File: config.mk
export PLATFORM = sky130hd
export DESIGN_NAME = mdu_sequencer
export DESIGN_NICKNAME = d
export VERILOG_FILES = /design/src/rtl/mdu_sequencer.sv
export SDC_FILE = /design/constraint.sdc
export NUM_CORES = 1
export LEC_CHECK = 0
export ABC_AREA = 1
export CORE_MARGIN = 3
export CORE_UTILIZATION = 60
export DETAILED_ROUTE_END_ITERATION = 8
export PLACE_DENSITY = 0.81
export SYNTH_ARGS = -nofsm -noshare
export SYNTH_HDL_FRONTEND = slang
export SYNTH_SLANG_ARGS = --single-unit
export TNS_END_PERCENT = 1
File: constraint.sdc
create_clock -name clk -period 2.9 [get_ports clk]
set_input_delay 0.435 -clock clk [delete_from_list [all_inputs] [get_ports clk]]
set_output_delay 0.435 -clock clk [all_outputs]
set_load 0.01 [all_outputs]
File: src/rtl/mdu_sequencer.sv
// Iterative multiply/divide sequencer owning the HI/LO pair of the MIPS core.
// Optional feature macro: MDU_EARLY_TERM_EN (multiply ends once the remaining multiplier bits are zero).
module mdu_sequencer #(
    parameter int WIDTH = 32,
    parameter int CNT_W = 6
) (
    input  logic             clk,
    input  logic             reset,
    input  logic             md_valid,
    input  logic [2:0]       md_op,
    input  logic [WIDTH-1:0] rs_val,
    input  logic [WIDTH-1:0] rt_val,
    input  logic             flush,
    output logic [WIDTH-1:0] md_rdata,
    output logic             stall,
    output logic             busy,
    output logic             done,
    output logic [WIDTH-1:0] hi,
    output logic [WIDTH-1:0] lo
);

    typedef enum logic [1:0] {
        IDLE = 2'd0,
        MUL  = 2'd1,
        DIV  = 2'd2,
        FIX  = 2'd3
    } state_t;

    state_t               state_reg, state_next;
    logic [CNT_W-1:0]     cnt_reg, cnt_next;
    logic [2*WIDTH-1:0]   acc_reg, acc_next;
    logic [2*WIDTH-1:0]   mcand_reg, mcand_next;
    logic [WIDTH-1:0]     mplier_reg, mplier_next;
    logic [WIDTH-1:0]     quot_reg, quot_next;
    logic [WIDTH-1:0]     rem_reg, rem_next;
    logic [WIDTH-1:0]     dvsr_reg, dvsr_next;
    logic                 sign_reg, sign_next;
    logic                 rsign_reg, rsign_next;
    logic                 dz_reg, dz_next;
    logic                 is_div_reg, is_div_next;
    logic [WIDTH-1:0]     hi_reg, hi_next;
    logic [WIDTH-1:0]     lo_reg, lo_next;
    logic                 done_reg, done_next;

    logic                 op_signed;
    logic                 rs_neg;
    logic                 rt_neg;
    logic [WIDTH-1:0]     a_mag;
    logic [WIDTH-1:0]     b_mag;
    logic                 cnt_last;
    logic                 mul_last;
    logic [2*WIDTH-1:0]   acc_step;
    logic [WIDTH:0]       div_shift;
    logic [WIDTH:0]       div_trial;
    logic [2*WIDTH-1:0]   prod_fix;
    logic [WIDTH-1:0]     quot_fix;
    logic [WIDTH-1:0]     rem_fix;

    // Even opcodes (MULT, DIV) are the signed forms.
    assign op_signed = ~md_op[0];
    assign rs_neg    = rs_val[WIDTH-1];
    assign rt_neg    = rt_val[WIDTH-1];
    assign a_mag     = (op_signed && rs_neg) ? -rs_val : rs_val;
    assign b_mag     = (op_signed && rt_neg) ? -rt_val : rt_val;

    assign cnt_last  = (cnt_reg == CNT_W'(WIDTH - 1));
    assign acc_step  = mplier_reg[0] ? (acc_reg + mcand_reg) : acc_reg;

`ifdef MDU_EARLY_TERM_EN
    assign mul_last  = cnt_last || (mplier_reg[WIDTH-1:1] == '0);
`else
    assign mul_last  = cnt_last;
`endif

    // Restoring step: a clear borrow bit means the divisor fits into the partial remainder.
    assign div_shift = {rem_reg, quot_reg[WIDTH-1]};
    assign div_trial = div_shift - {1'b0, dvsr_reg};

    assign prod_fix  = sign_reg  ? -acc_reg  : acc_reg;
    assign quot_fix  = sign_reg  ? -quot_reg : quot_reg;
    assign rem_fix   = rsign_reg ? -rem_reg  : rem_reg;

    always_comb begin
        state_next  = state_reg;
        cnt_next    = cnt_reg;
        acc_next    = acc_reg;
        mcand_next  = mcand_reg;
        mplier_next = mplier_reg;
        quot_next   = quot_reg;
        rem_next    = rem_reg;
        dvsr_next   = dvsr_reg;
        sign_next   = sign_reg;
        rsign_next  = rsign_reg;
        dz_next     = dz_reg;
        is_div_next = is_div_reg;
        hi_next     = hi_reg;
        lo_next     = lo_reg;
        done_next   = 1'b0;

        if (flush) begin
            state_next = IDLE;
        end else begin
            case (state_reg)
                IDLE: begin
                    if (md_valid) begin
                        case (md_op)
                            3'b000, 3'b001: begin
                                mcand_next  = {{WIDTH{1'b0}}, a_mag};
                                mplier_next = b_mag;
                                acc_next    = '0;
                                cnt_next    = '0;
                                sign_next   = op_signed & (rs_neg ^ rt_neg);
                                is_div_next = 1'b0;
                                state_next  = MUL;
                            end
                            3'b010, 3'b011: begin
                                quot_next   = a_mag;
                                rem_next    = '0;
                                dvsr_next   = b_mag;
                                cnt_next    = '0;
                                sign_next   = op_signed & (rs_neg ^ rt_neg);
                                rsign_next  = op_signed & rs_neg;
                                dz_next     = (rt_val == '0);
                                is_div_next = 1'b1;
                                state_next  = DIV;
                            end
                            3'b100:  hi_next = rs_val;
                            3'b101:  lo_next = rs_val;
                            default: ;
                        endcase
                    end
                end
                MUL: begin
                    acc_next    = acc_step;
                    mcand_next  = mcand_reg << 1;
                    mplier_next = mplier_reg >> 1;
                    cnt_next    = (cnt_reg == CNT_W'(WIDTH)) ? cnt_reg : cnt_reg + CNT_W'(1);
                    if (mul_last) begin
                        state_next = FIX;
                    end
                end
                DIV: begin
                    if (!div_trial[WIDTH]) begin
                        rem_next  = div_trial[WIDTH-1:0];
                        quot_next = {quot_reg[WIDTH-2:0], 1'b1};
                    end else begin
                        rem_next  = div_shift[WIDTH-1:0];
                        quot_next = {quot_reg[WIDTH-2:0], 1'b0};
                    end
                    cnt_next = (cnt_reg == CNT_W'(WIDTH)) ? cnt_reg : cnt_reg + CNT_W'(1);
                    if (cnt_last) begin
                        state_next = FIX;
                    end
                end
                FIX: begin
                    if (is_div_reg) begin
                        // A zero divisor leaves the raw all-ones quotient and |rs| remainder.
                        lo_next = dz_reg ? quot_reg : quot_fix;
                        hi_next = dz_reg ? rem_reg  : rem_fix;
                    end else begin
                        {hi_next, lo_next} = prod_fix;
                    end
                    done_next  = 1'b1;
                    state_next = IDLE;
                end
                default: state_next = IDLE;
            endcase
        end
    end

    always_ff @(posedge clk) begin
        if (reset) begin
            state_reg  <= IDLE;
            cnt_reg    <= '0;
            acc_reg    <= '0;
            mcand_reg  <= '0;
            mplier_reg <= '0;
            quot_reg   <= '0;
            rem_reg    <= '0;
            dvsr_reg   <= '0;
            sign_reg   <= 1'b0;
            rsign_reg  <= 1'b0;
            dz_reg     <= 1'b0;
            is_div_reg <= 1'b0;
            hi_reg     <= '0;
            lo_reg     <= '0;
            done_reg   <= 1'b0;
        end else begin
            state_reg  <= state_next;
            cnt_reg    <= cnt_next;
            acc_reg    <= acc_next;
            mcand_reg  <= mcand_next;
            mplier_reg <= mplier_next;
            quot_reg   <= quot_next;
            rem_reg    <= rem_next;
            dvsr_reg   <= dvsr_next;
            sign_reg   <= sign_next;
            rsign_reg  <= rsign_next;
            dz_reg     <= dz_next;
            is_div_reg <= is_div_next;
            hi_reg     <= hi_next;
            lo_reg     <= lo_next;
            done_reg   <= done_next;
        end
    end

    assign busy     = (state_reg != IDLE);
    assign stall    = md_valid && busy;
    assign done     = done_reg;
    assign hi       = hi_reg;
    assign lo       = lo_reg;
    assign md_rdata = (md_op == 3'b110) ? hi_reg : lo_reg;

endmodule

# Yosys cells after proc, flatten, opt, wreduce, memory -nomap -nowiden
# Cells that the tools add are included.
[totals]
elab_cells = 120
out_inout_bits = 99
input_bits = 71
regBits = 333
[classes]
n_eq_ne = 21
n_addsub = 8
bitwise_logic = 5
muxes = 44
n_reduce_logical = 27
[op_table]
columns = ["operator", "count"]
rows = [
  ["2-to-1 mux 32 bit", 20],
  ["2-to-1 mux 64 bit", 6],
  ["case mux 32 bit (2 select lines)", 5],
  ["case mux 64 bit (2 select lines)", 2],
  ["negator 32 bit", 4],
  ["adder 64 bit", 1],
  ["negator 64 bit", 1],
  ["subtractor 33 x 32 -> 33 bit", 1],
  ["zero test 32 bit", 1],
  ["AND reduction 4 bit", 7],
  ["2-to-1 mux 6 bit", 3],
  ["case mux 6 bit (2 select lines)", 1],
  ["nonzero test 2 bit", 6],
  ["inequality test 2 x 1 -> 1 bit (second input constant)", 5],
  ["AND reduction 5 bit", 2],
  ["equality test 3 bit (second input constant)", 3],
  ["inequality test 2 bit (second input constant)", 4],
  ["OR reduction 2 bit", 4],
  ["adder 6 x 1 -> 6 bit (second input constant)", 1],
  ["equality test 3 x 2 -> 1 bit (second input constant)", 2],
  ["equality test 6 x 5 -> 1 bit (second input constant)", 1],
  ["equality test 6 bit (second input constant)", 1],
  ["case mux 2 bit (3 select lines)", 1],
  ["equality test 2 bit (second input constant)", 2],
  ["other kinds (15)", 21],
]

# Depth between registers and ports, before layout
# Gate-level depths: netlist (run 1).
[logic_depth]
depth_word = 6
ltp_mapped = 17

# Least setup slack after synthesis (run 1)
# Ideal clock, no wire load.
[synth_path]
path_kind = "register to register"
startpoint = "reg quot_reg[31]"
endpoint = "reg rem_reg[6]"
slack_ns = 0.707
path_buffers = 1
synth_period_minus_slack_ns = 2.193
stages_incl_launch_ff = 17
required_time_ns = 2.768
arrival_time_ns = 2.061
path_cell_list = "dfxtp_1 -> inv_1 -> ha_1 -> fa_1 -> nor2_1 -> o21ai_1 -> nand2_1 -> nand2_1 -> nand2_2 -> nand2_2 -> nand2_2 -> nand2_2 -> nand2_4 -> buf_6 -> nand2_1 -> nand3_1 -> a21oi_1"
[synth_via]
elab_chain_cells = 3
[synth_rtl]
columns = ["item", "line_no", "source"]
rows = [
  ["from (decl)", "34", "logic [WIDTH-1:0] quot_reg, quot_next;"],
  ["from (signal assigned)", "194", "quot_reg <= quot_next;"],
  ["subtractor 33 x 32 -> 33 bit", "77", "assign div_trial = div_shift - {1'b0, dvsr_reg};"],
  ["2-to-1 mux 32 bit", "143", "if (!div_trial[WIDTH]) begin"],
  ["case mux 32 bit (2 select lines)", "103", "case (state_reg)"],
  ["to (signal assigned)", "195", "rem_reg <= rem_next;"],
  ["to (decl)", "35", "logic [WIDTH-1:0] rem_reg, rem_next;"],
]
# Every way passes these cells.
# A chain may end at the register's enable or synchronous reset.

# Worst setup path in the final report (run 1)
[layout_path]
startpoint = "in md_op[2]"
endpoint = "out md_rdata[7]"
[layout_via]
elab_chain_cells = 2
[layout_rtl]
columns = ["item", "line_no", "source"]
rows = [
  ["from (decl)", "10", "input logic [2:0] md_op,"],
  ["equality test 3 bit", "212", "assign md_rdata = (md_op == 3'b110) ? hi_reg : lo_reg;"],
  ["2-to-1 mux 32 bit", "212", ""],
  ["to (decl)", "14", "output logic [WIDTH-1:0] md_rdata,"],
]
# Every way passes these cells.

==> metrics.txt, run 1 <==
CTS tree yes; Max FO, Critical Path 16; root buffer cell clkbuf_16; crit start category input pin; sw frac 31.6%; Hold Path Depth 2; worst ir drop on vdd 540 uV; fin nets 5136; CP max stage delay 520 ps; All-Layer GR Usage roughly two fifths; htree depth 2; PD cells about 380 mW/mm2; Final HPWL DP 82.3 mm; Worst Tran Pin Value 1180 ps; delay-heaviest family, CP buffers and inverters; final wirelength approximately 110 mm; period utilization approximately 94%; Post-synth EDFFs 0; Synth Area in Adders 4.90%; Post-Syn Nets 5041; Post-CTS Resized 0; Logic pwr share between 10% and 20%; critical path's slowest cell clkdlybuf4s50_1; 1st-iter DRT viols 4151; Fmax between 300 and 400 MHz; async set-reset flop share out of synthesis 0%; #FFs+latches synth roughly 330; sequential share of the synthesized area 23.9%; Initial Util about three fifths; DR top layer met4; WP data required roughly 2500 ps; Post-Synthesis Cells just under 5000; post-route minimum period roughly 2700 ps; first-pass GRT wire length 162 mm; Avg WL per Cell 19.0 um; antenna violations before repair 0; Clock Latency Late Sink between 500 and 600 ps; CP arrival 2290 ps; Setup crit end kind output pin; vias in the first global route between 20000 and 30000; max_cap viols 0; die height between 200 and 250 um; Flop pwr share 39.8%; drc violations 0; GR Overflow Total 0; met1 WL ~42 mm; DR WL met3 around 12 mm; min-delay worst type in -> reg; Hold Vio Cnt, Final 0; Fin Hold WS 177 ps; Post-Layout Cell Count around 5600; setup total negative slack 0 ps; leakage 0.0156 uW; Area Growth Syn to Fin 12.7%; internal power just over 8000 uW; clock power share 41.7%; Synth top area share a little under a quarter; Hold Buf Count CTS 0; Psw ~3800 uW; die area 0.0491 mm2; Synth Area in Compound Gates ~18%; final RePlAce weighted congestion roughly 1.0; layout cells sized above 1 under 10%; post-synthesis xor/xnor area fraction about 2.2%; Post-Syn Area ~0.028 mm2; DR pass1 iterations 7; RSZ-0062 raised after global routing no; status finished, final reports clean; DP Area between 0.03 and 0.04 mm2; TritonCTS Buffers 40; Power Total between 10000 and 15000 uW; Synth top cells by count 1438 x nand2_1, 603 x inv_1, 541 x a21oi_1; cell count of the worst reg-to-reg path 15; CP Buf/Inv Count 3; met2 WL around 46 mm; Critical Path Stages 5; postcts setup bufs 0; Synth area leaders dfxtp_1 24%, nand2_1 19%, a21oi_1 9.7%; routed vias 32900; std cell rows between 70 and 80; type of the worst setup path in -> out; Slew Limit Fails 0; core area about 0.046 mm2; clk slew on worst S/H paths 80 ps; vias per cell ~5.9; final instance area around 0.031 mm2; critical path, cell by cell clkdlybuf4s50_1, nand3_1, buf_4, mux2_2, clkdlybuf4s50_1; Post-DRT Antenna Nets 0; Post-Synth Simple-Gate Area between 30% and 40%; Post-synth top flop dfxtp_1; Clock Path Buffers 3; Ports 170; Die W between 200 and 250 um; largest family of logic cells by synthesized area simple AND/OR/NAND/NOR gates; area leader, netlist dfxtp_1; count leader, synth nand2_1; clock tree sinks approximately 330; synth unique cells 55; Rel. slew slack a little over a fifth; syn_area_per_cell between 5 and 6 um2; IO buf count 169; synth warn 0; number of diodes 0; # placed instances around 5500; Clock Skew about 19 ps; pin count of the biggest net entering global routing 186; # setup viols final 0; mux cell area share after synthesis about 1.3%; Critical Path Most Common Cell clkdlybuf4s50_1
==> kinds of logic after synthesis <==
kind of cell,Yosys count
adder cells (fa/ha/maj),108
AO/OA/AOI/OAI,960
flip-flops,333
AND/OR/NAND/NOR,2542
multiplexers,32
XOR/XNOR,70
buffers and inverters,817
==> power groups by stage <==
stage	sequential (uW)	combinational [uW]	clock, uW
2_1_floorplan	4860	1410	0
3_3_place_gp	4890	2140	0
3_5_place_dp	4890	2150	0
4_1_cts	4790	2180	5010
5_1_grt	4800	2430	5180
6_report	4800	2240	5030
==> metrics by stage <==
| stage | worst slack [ps] | utilization (%) |
|---|---|---|
| CTS | 188 | 68.8 |
| detailed placement | 90.1 | 66.1 |
| finish | 171 | 68.8 |
| global placement | 130 | 66.1 |
| global route | 18.8 | 68.8 |
| floorplan | 707 | - |
==> worst reg2reg max path: cells and delay by family (launching register included) <==
kind,cells,cell delay (ps)
adder cells (fa/ha/maj),2,670
buffers and inverters,1,100
AO/OA/AOI/OAI,2,150
flip-flops,1,350
AND/OR/NAND/NOR,10,1270
==> layout by cell type, fill, tap and decap left out, types with 5 or more instances in the layout <==
master           instances
buf_12                  13
nand4_1                 46
clkdlybuf4s50_1        168
a211oi_1                 5
clkbuf_16               41
clkbuf_8                 5
clkinv_2                 6
clkbuf_1                12
a21o_1                   5
or2_2                   19
nor4_1                   9
nand3_2                  5
nand2_1               1437
inv_1                  602
nor2_4                   5
buf_4                   52
xor2_1                  55
nor2_2                  14
o21ai_0                269
xnor2_1                 15
o21ai_1                 57
dfxtp_1                331
nand3_1                388
o211ai_1                36
ha_1                   104
a21oi_1                541
nand3b_1                27
o21bai_1                11
nor2_1                 511
a221oi_1                 6
nand2_2                 10
inv_2                   34
o31ai_1                  7
nor3b_1                  6
mux2_2                  32
nor3_1                  50
a31oi_1                  7
==> worst paths after layout <==
kind,slack [ps],endpoint,start
worst min register to register,470,mplier_reg[29]$_SDFFE_PP0P_,mplier_reg[29]$_SDFFE_PP0P_
worst min-delay path,180,mplier_reg[13]$_SDFFE_PP0P_,reset
worst max-delay path,170,md_rdata[7],md_op[2]
worst max register to register,180,rem_reg[4]$_SDFFE_PP0P_,quot_reg[31]$_SDFFE_PP0P_
==> cell type report <==
cell class	count	area [um2]
clock buffer	58	1140
sequential	333	6670
inverter	636	2390
multi-input combinational	3712	18000
clock inverter	13	110
tap	600	751
fill	4402	14200
timing repair buffer	234	2340
==> per-layer routing <==
layer  vias up  GRT usage [%]
li1      15900              -
met3       299           7.71
met5         -              0
met1     14800           54.6
met4         0           20.9
met2      1945           63.4
Power figures use the tool's default switching activity.
==> run 2, diff against run 1 <==
--- a/config.mk
+++ b/config.mk
@@ -5,11 +5,12 @@
 export SDC_FILE = /design/constraint.sdc
 export NUM_CORES = 1
 export LEC_CHECK = 0
-export ABC_AREA = 1
 export CORE_MARGIN = 3
 export CORE_UTILIZATION = 60
 export DETAILED_ROUTE_END_ITERATION = 8
-export PLACE_DENSITY = 0.81
+export GPL_TIMING_DRIVEN = 1
+export PLACE_DENSITY = 0.82
+export SLEW_MARGIN = 20
 export SYNTH_ARGS = -nofsm -noshare
 export SYNTH_HDL_FRONTEND = slang
 export SYNTH_SLANG_ARGS = --single-unit
==> run 2 against run 1 <==
Net effect:
- the run now ends with setup timing left
- setup slack lost 1100 ps
- sequential share of layout area is 0.20 points higher
- wire length decreased by 12%
- combinational power increased by 8%
- critical path type is now reg -> reg
- highest routed layer is now met5
==> metrics.txt, run 2 <==
CTS tree yes; die height 204 um (-8.2%); post-route minimum period 3790 ps (+1060 ps); max_cap viols 0 (unchanged); async set-reset flop share out of synthesis 0% (unchanged); crit path setup slack, layout -891 ps (-1060 ps); pin count of the biggest net entering global routing 135 (-27%); Area Growth Syn to Fin 33.4%; Ports 170 (unchanged); All-Layer GR Usage 42.9% (+1.9 points); clock tree sinks 333 (unchanged); Worst Hold End mplier_reg[14]$_SDFFE_PP0P_; RSZ-0062 raised after global routing yes; std cell rows 71 (-9.0%); crit start category flip-flop; synth unique cells 76 (+38%); IO buf count 169 (unchanged); DP Area 0.0293 mm2 (-2.9%); RR Endpoint hi[26]$_SDFFE_PP0P_; Post-DRT Antenna Nets 0 (unchanged); Hold Path Depth 2 (unchanged); 1st-iter DRT viols 3108 (-25%); Slew Limit Fails 0 (unchanged); violated checks setup timing; vias in the first global route 26000 (-12%); Clock Skew 17.6 ps (-1.06 ps); fin nets 3881 (-24%); Post-synth EDFFs 0 (unchanged); type of the worst setup path reg -> reg; Setup crit end kind flip-flop; Initial Util 61.5% (+0.36 points); Clock Path Buffers 3 (unchanged); PD cells 400 mW/mm2 (+4.3%); htree depth 2 (unchanged); WP data required 3360 ps (+890 ps); worst ir drop on vdd 546 uV (+0.98%); clk slew on worst S/H paths 60 ps (-20 ps); area leader, netlist dfxtp_1; CP arrival 4250 ps (+1960 ps); sequential share of the synthesized area 28.5% (+4.6 points); Post-Syn Nets 3334 (-34%); Hold Buf Count CTS 0 (unchanged); leakage 0.0129 uW (-17%); Rel. slew slack 23.2% (+1.8 points); Hold Startpoint reset; layout cells sized above 1 21.5% (+16 points); Post-Syn Area 0.0234 mm2 (-16%); min-delay worst type in -> reg; Post-synth top flop dfxtp_1; Avg WL per Cell 22.0 um (+16%); Synth area leaders dfxtp_1 28%, nand2_1 6.8%, a21oi_1 6.5%; synth warn 0 (unchanged); GR Overflow Total 0 (unchanged); Die W 204 um (-8.2%); final RePlAce weighted congestion 1.07 (+2.3%); antenna violations before repair 4 (+4); Fmax 264 MHz (-28%); Hold Vio Cnt, Final 0 (unchanged); cell count of the worst reg-to-reg path 10 (-5); vias per cell 6.44 (+9.2%); most common cell after layout, fill and taps aside buf_4; final wirelength 93.3 mm (-12%); routed vias 27300 (-17%); Post-Synthesis Cells 3155 (-35%); Worst Tran Pin Value 1140 ps (-38.8 ps); Max FO, Critical Path 9 (-7); drc violations 0 (unchanged); count leader, synth nand2_1; setup total negative slack -34420 ps (-34420 ps); root buffer cell clkbuf_16; syn_area_per_cell 7.42 um2 (+29%); status finished with violations; most frequent cells in the layout 531 x buf_4, 421 x nand2_1, 319 x dfxtp_1, 301 x nor2_1, 292 x a21oi_1; die area 0.0414 mm2 (-16%); Final HPWL DP 69.3 mm (-16%); worst reg2reg startpoint acc_reg[16]$_SDFFE_PP0P_; Synth top area share 28.5% (+4.6 points); TritonCTS Buffers 40 (unchanged); #FFs+latches synth 333 (unchanged); FF-to-FF setup slack -890 ps (-1070 ps); DR pass1 iterations 7 (unchanged); Synth top cells by count 422 x nand2_1, 333 x dfxtp_1, 306 x a21oi_1; # setup viols final 107 (+107); first-pass GRT wire length 142 mm (-12%); period utilization 131% (+37 points); postcts setup bufs 0 (unchanged); Clock Latency Late Sink 570 ps (about the same); core area 0.0381 mm2 (-17%); final instance area 0.0312 mm2 (-0.66%)
## run 2: timing repair
action / 4_1_cts / 5_1_grt
resized for setup: 68 / 86
pin swaps: 19 / 26
setup endpoints to repair: 131 / 148
## run 2: critical path, stage by stage (launching register included)
cell,delay [ps]
dfxtp_1,330
or4_4,570
or4_1,440
or2_2,350
or4_4,550
or3b_4,420
buf_6,160
o31ai_4,230
xnor2_2,160
o211ai_1,120
a311oi_1,350
## run 2: worst max path at each step
stage                                   from                        end  depth (start not counted)  slack (ps)
floorplan            acc_reg[7]$_SDFFE_PP0P_        hi[28]$_SDFFE_PP0P_                         11        -700
global placement                   rs_val[9]  quot_reg[31]$_SDFFE_PP0P_                         12        -800
detailed placement                 rs_val[9]  quot_reg[31]$_SDFFE_PP0P_                         12        -880
CTS                  acc_reg[7]$_SDFFE_PP0P_        hi[26]$_SDFFE_PP0P_                         10        -760
global route         acc_reg[0]$_SDFFE_PP0P_        hi[26]$_SDFFE_PP0P_                         13        -960
finish              acc_reg[16]$_SDFFE_PP0P_        hi[26]$_SDFFE_PP0P_                         10        -890
## run 2: report_power, final
part / switching, uW / internal (uW)
Sequential: 95.4 / 4670
Clock: 2170 / 3150
Combinational: 1400 / 1020
Total: 3660 / 8840
## run 2: layout make-up
type / instances / area (um2)
multi-input cells: 2525 / 16300
diodes: 1 / 2.50
flip-flops and latches: 333 / 6690
well taps: 511 / 639
inverters: 86 / 323
clock buffers: 53 / 1110
fillers: 2568 / 6880
clock inverters: 19 / 241
repair buffers: 716 / 5960
## run 2: cell families (layout without fill, tap and decap cells)
family,count (synthesis),in the layout,share of synthesized area (%)
AOI/OAI and AO/OA,926,926,25.3
xor gates and xnor gates,259,259,9.69
adders and majority gates,108,108,5.83
buffers and inverters,297,874,4.85
DFF,333,333,28.5
muxes,67,67,3.05
other,0,1,0
and+or+nand+nor,1165,1165,22.8
## run 2: through the flow
stage | setup WS [ps] | cells | power, uW | hold slack (ps) | utilization [%]
floorplan | -702 | 3155 | 6020 | 431 | -
detailed placement | -882 | 4171 | 7100 | 445 | 76.9
CTS | -762 | 4243 | 12400 | 253 | 81.1
global route | -958 | 4244 | 12800 | 275 | 81.9
global placement | -804 | 4171 | 7030 | 438 | 76.9
finish | -891 | 4244 | 12500 | 282 | 81.9
## run 2: per-layer routing
metal / routed length (um) / vias up / track usage, %
met5: 40 / - / 0
met4: 5760 / 6 / 21.8
met3: 10700 / 414 / 11.2
met2: 41500 / 1715 / 68.8
met1: 35300 / 12800 / 53.4
li1: - / 12400 / -
